<file path="src/rtl/alu_decoder.sv">
// +----------------------------------------------------------------------------+
// | alu_decoder: registered RISC-V ALU control decoder (funct3/funct7/ALUOp).   |
// | Optional macro ALU_DECODER_ILLEGAL_EN enables undefined-encoding detection. |
// | Rev 1.0                                                                     |
// +----------------------------------------------------------------------------+
`default_nettype none

module alu_decoder #(
  parameter logic [3:0] RESET_CTRL = 4'b0000
) (
  input  logic       clk,
  input  logic       rst_n,
  input  logic       en,
  input  logic       opb5,
  input  logic [2:0] funct3,
  input  logic       funct7b5,
  input  logic [1:0] ALUOp,
  output logic [3:0] ALUControl,
  output logic       illegal
);

  localparam logic [3:0] C_ADD  = 4'b0000;
  localparam logic [3:0] C_SUB  = 4'b0001;
  localparam logic [3:0] C_AND  = 4'b0010;
  localparam logic [3:0] C_OR   = 4'b0011;
  localparam logic [3:0] C_XOR  = 4'b0100;
  localparam logic [3:0] C_SLT  = 4'b0101;
  localparam logic [3:0] C_SLTU = 4'b0110;
  localparam logic [3:0] C_SLL  = 4'b0111;
  localparam logic [3:0] C_SRL  = 4'b1000;
  localparam logic [3:0] C_SRA  = 4'b1001;

  logic [3:0] ctrl_next;

  always_comb begin
    ctrl_next = C_ADD;
    case (ALUOp)
      2'b00: ctrl_next = C_ADD;
      2'b01: ctrl_next = C_SUB;
      default: begin
        case (funct3)
          // Only R-type (ALUOp=10) can select SUB; immediates always add.
          3'b000:  ctrl_next = (!ALUOp[0] && opb5 && funct7b5) ? C_SUB : C_ADD;
          3'b001:  ctrl_next = C_SLL;
          3'b010:  ctrl_next = C_SLT;
          3'b011:  ctrl_next = C_SLTU;
          3'b100:  ctrl_next = C_XOR;
          3'b101:  ctrl_next = funct7b5 ? C_SRA : C_SRL;
          3'b110:  ctrl_next = C_OR;
          default: ctrl_next = C_AND;
        endcase
      end
    endcase
  end

  always_ff @(posedge clk or negedge rst_n) begin
    if (!rst_n) begin
      ALUControl <= RESET_CTRL;
    end else if (en) begin
      ALUControl <= ctrl_next;
    end
  end

`ifdef ALU_DECODER_ILLEGAL_EN
  logic illegal_next;

  always_comb begin
    illegal_next = 1'b0;
    if (ALUOp == 2'b10 && opb5 && funct7b5 && funct3 != 3'b000 && funct3 != 3'b101)
      illegal_next = 1'b1;
    if (ALUOp == 2'b11 && funct7b5 && funct3 == 3'b001)
      illegal_next = 1'b1;
  end

  always_ff @(posedge clk or negedge rst_n) begin
    if (!rst_n) begin
      illegal <= 1'b0;
    end else if (en) begin
      illegal <= illegal_next;
    end
  end
`else
  assign illegal = 1'b0;
`endif

endmodule

`default_nettype wire

</file>
<file path="config.mk">
export PLATFORM = sky130hd
export DESIGN_NAME = alu_decoder
export DESIGN_NICKNAME = d
export VERILOG_FILES = /design/src/rtl/alu_decoder.sv
export SDC_FILE = /design/constraint.sdc
export NUM_CORES = 1
export LEC_CHECK = 0
export CAP_MARGIN = 20
export CORE_AREA = 2 2 39 41
export DETAILED_ROUTE_END_ITERATION = 10
export DIE_AREA = 0 0 41 43
export PLACE_DENSITY_LB_ADDON = 0.1
export SYNTH_ARGS = -nofsm -noshare
export SYNTH_HDL_FRONTEND = slang
export SYNTH_SLANG_ARGS = --single-unit
</file>
<file path="constraint.sdc">
create_clock -name clk -period 0.8 [get_ports clk]
set_clock_uncertainty 0.1 [all_clocks]
set_input_delay 0.16 -clock clk [delete_from_list [all_inputs] [get_ports clk]]
set_output_delay 0.16 -clock clk [all_outputs]
set_load 0.02 [all_outputs]
</file>
==> results of run 1 <==
-- worst max-delay path by stage --
stage / from / to / slack, ns
6_report: ALUControl[0] / ALUControl[0] / -0.23
3_5_place_dp: funct3[1] / ALUControl[3] / -0.62
3_3_place_gp: funct3[2] / ALUControl[0] / -0.62
2_1_floorplan: ALUControl[3] / ALUControl[3] / -0.11
4_1_cts: ALUControl[3] / ALUControl[3] / -0.24
5_1_grt: ALUControl[3] / ALUControl[3] / -0.25
-- kinds of logic after synthesis --
logic type             share of synthesized area [%]
and+or+nand+nor                                 23.6
AOI/OAI and AO/OA                               14.8
buffers and inverters                           6.60
muxes                                           9.34
DFF                                             44.0
other                                           1.65
-- worst reg2reg max path: stages, from the launching register on --
cell and delay (ns):
dfrtp_2 0.40, buf_4 0.13, mux2_4 0.25
-- metrics by stage --
| stage | setup TNS [ns] | power, uW | util (%) | hold slack, ns |
|---|---|---|---|---|
| final | -1.22 | 740 | 34.8 | 0.0226 |
| after global routing | -1.41 | 785 | 34.8 | 0.0337 |
| after CTS | -1.23 | 725 | 33.1 | 0.0221 |
| after detailed placement | -3.88 | 422 | 29.9 | 0.282 |
| after global placement | -3.86 | 422 | 29.9 | 0.278 |
| after floorplan | -0.113 | 298 | - | -0.236 |
-- layout make-up --
cell class | count | area, sq um | area share, %
Inverter | 2 | 7.51 | 1.56
Tap cell | 16 | 20.0 | 4.16
Timing Repair Buffer | 20 | 184 | 38.2
Multi-Input combinational cell | 18 | 143 | 29.6
Sequential cell | 4 | 101 | 21.0
Clock buffer | 4 | 26.3 | 5.45
-- per-layer routing --
metal / share of wire [%] / global-route usage (%)
met1: 40 / 12.2
met3: 9.9 / 1.05
met4: 0 / 12.0
met2: 50 / 12.2
met5: 0 / 0
-- report_power, final --
| part | internal (uW) | switching, uW |
|---|---|---|
| sequential | 221 | 13.9 |
| clock | 188 | 95.5 |
| combinational | 126 | 95.3 |
| total | 535 | 205 |
-- repair_timing --
| item | CTS | global route |
|---|---|---|
| endpoints found under the setup margin | 8 | 8 |
| pin swaps | 6 | 3 |
| buffers inserted | 2 | 2 |
| gates resized for setup | 45 | 7 |
| hold buffers | 0 | 0 |
==> impl_metrics.toml, run 1 <==
[run_status]
status = "complete, but fails checks"
violations = "setup timing"

[critical_path]
crit_path_end_kind = "output port"
reg2reg_slack_ns = -0.20
reg2reg_depth = 2
cpLargestDelayFamily = "flip-flops"
cp-start-kind = "register"
arrival_ns = 0.77
max_stage_delay_ns = 0.39
worstPathCellList = "buf_6"
critPathMaxFanout = 2
critPathRequiredTime_ns = 0.54
crit_cells = 1
critPathKind = "register to output port"
r2r-end = "ALUControl[3]"
reg2reg_from = "ALUControl[3]"
cp_num_buf_inv = 1
slowest_stage = "dfrtp_1"

[power_and_ir_drop]
p_per_area_nw_per_um2 = 1540
leakage_uw = 0.000227
irDropWorstVdd_mv = 0.318

[layout]
drive_above_1_share_pct = 52.1
reg_top3 = "ALUControl (4)"
fillerInstances = 155
area_delta_synth_final_pct = 112
mostFrequentLayoutCells = "7 x buf_6, 5 x dlygate4sd2_1, 4 x nand2_1, 4 x buf_4"
final_common_cell = "buf_6"
regMostFlops = "ALUControl"
largest_reg_flops = 4
fin_nets = 59
fin_cells = 64
n_antenna_cell = 0
fin_area_sq_um = 482

[detailed_routing]
wl_microns = 668
drtIter0Drc = 2
drc_errors = 0
routed_via_density = 4.30
vias = 275
dr.pass1.iters = 2
drt.antenna.violating_nets = 0
wire_per_inst_microns = 10.4

[yosys]
synth_common_cells = "4 x dfrtp_1, 4 x nand2_1, 2 x inv_1"
synth_top_cell_by_area = "dfrtp_1"
synth_ff_type = "dfrtp_1"
ys_top_cells_by_area = "dfrtp_1 44%, nand2_1 6.6%, mux2_2 4.9%"
yosysUniqueCellTypes = 18
syn_area_sq_um = 228
ys_ff_latch = 4
synth_cells = 25
syn_area_per_cell_sq_um = 9.11
yosys_warnings = 0
synth_sequential_area_ratio_pct = 44.0
synth_edf_count = 0
synth_top_area_share_pct = 44.0
ys_async_sr_fraction_pct = 100
syn-num-nets = 35

[die]
coreArea_sq_um = 1380
initial_utilization_pct = 16.5
num_rows = 14
ioPinCount = 15
dieArea_sq_um = 1760
die_w_microns = 41
die_h_microns = 43

[clocking]
htreeDepth = 1
cts_tree = "yes"
cts_buffers = 3
clock_sinks = 4
root_buffer = "clkbuf_4"
clk_latency_ns = 0.24
clockBufferDepth = 2
clkTransAtPathRegs_ns = 0.04

[placement]
gp_congestion = 0.664
place_area_sq_um = 414
dp_cells = 58
place_ws_ns = -0.625
post-dp-hpwl_microns = 447
portBuffers = 13

[global_route]
grt_pass1_wl_microns = 1140
grt_max_degree = 7
grt_pass1_vias = 296
grt_usage_pct = 9.74
grt_overflow_total = 0
antenna_found_initial = 0

[min_path]
hold_class = "input pin to asynchronous set/reset pin"

[timing]
finalCriticalPeriod_ns = 1.03
fmax_mhz = 971
hold_viol_final = 0
finalMaxSlewViolations = 0
fin_ws_ns = -0.230
fin_crit_sh_pct = 129
grt_setup_unrepaired = "true"
setup_violations = 8

[flow_run]
drv_cap = 0
Note: power is estimated with default switching activity, not from simulation.
==> run 2: changes to the inputs <==
Settings changed: ABC_CLOCK_PERIOD_IN_PS set to 800.
==> results of run 2 <==
Final layout, timing and power as in run 1 (identical DEF).
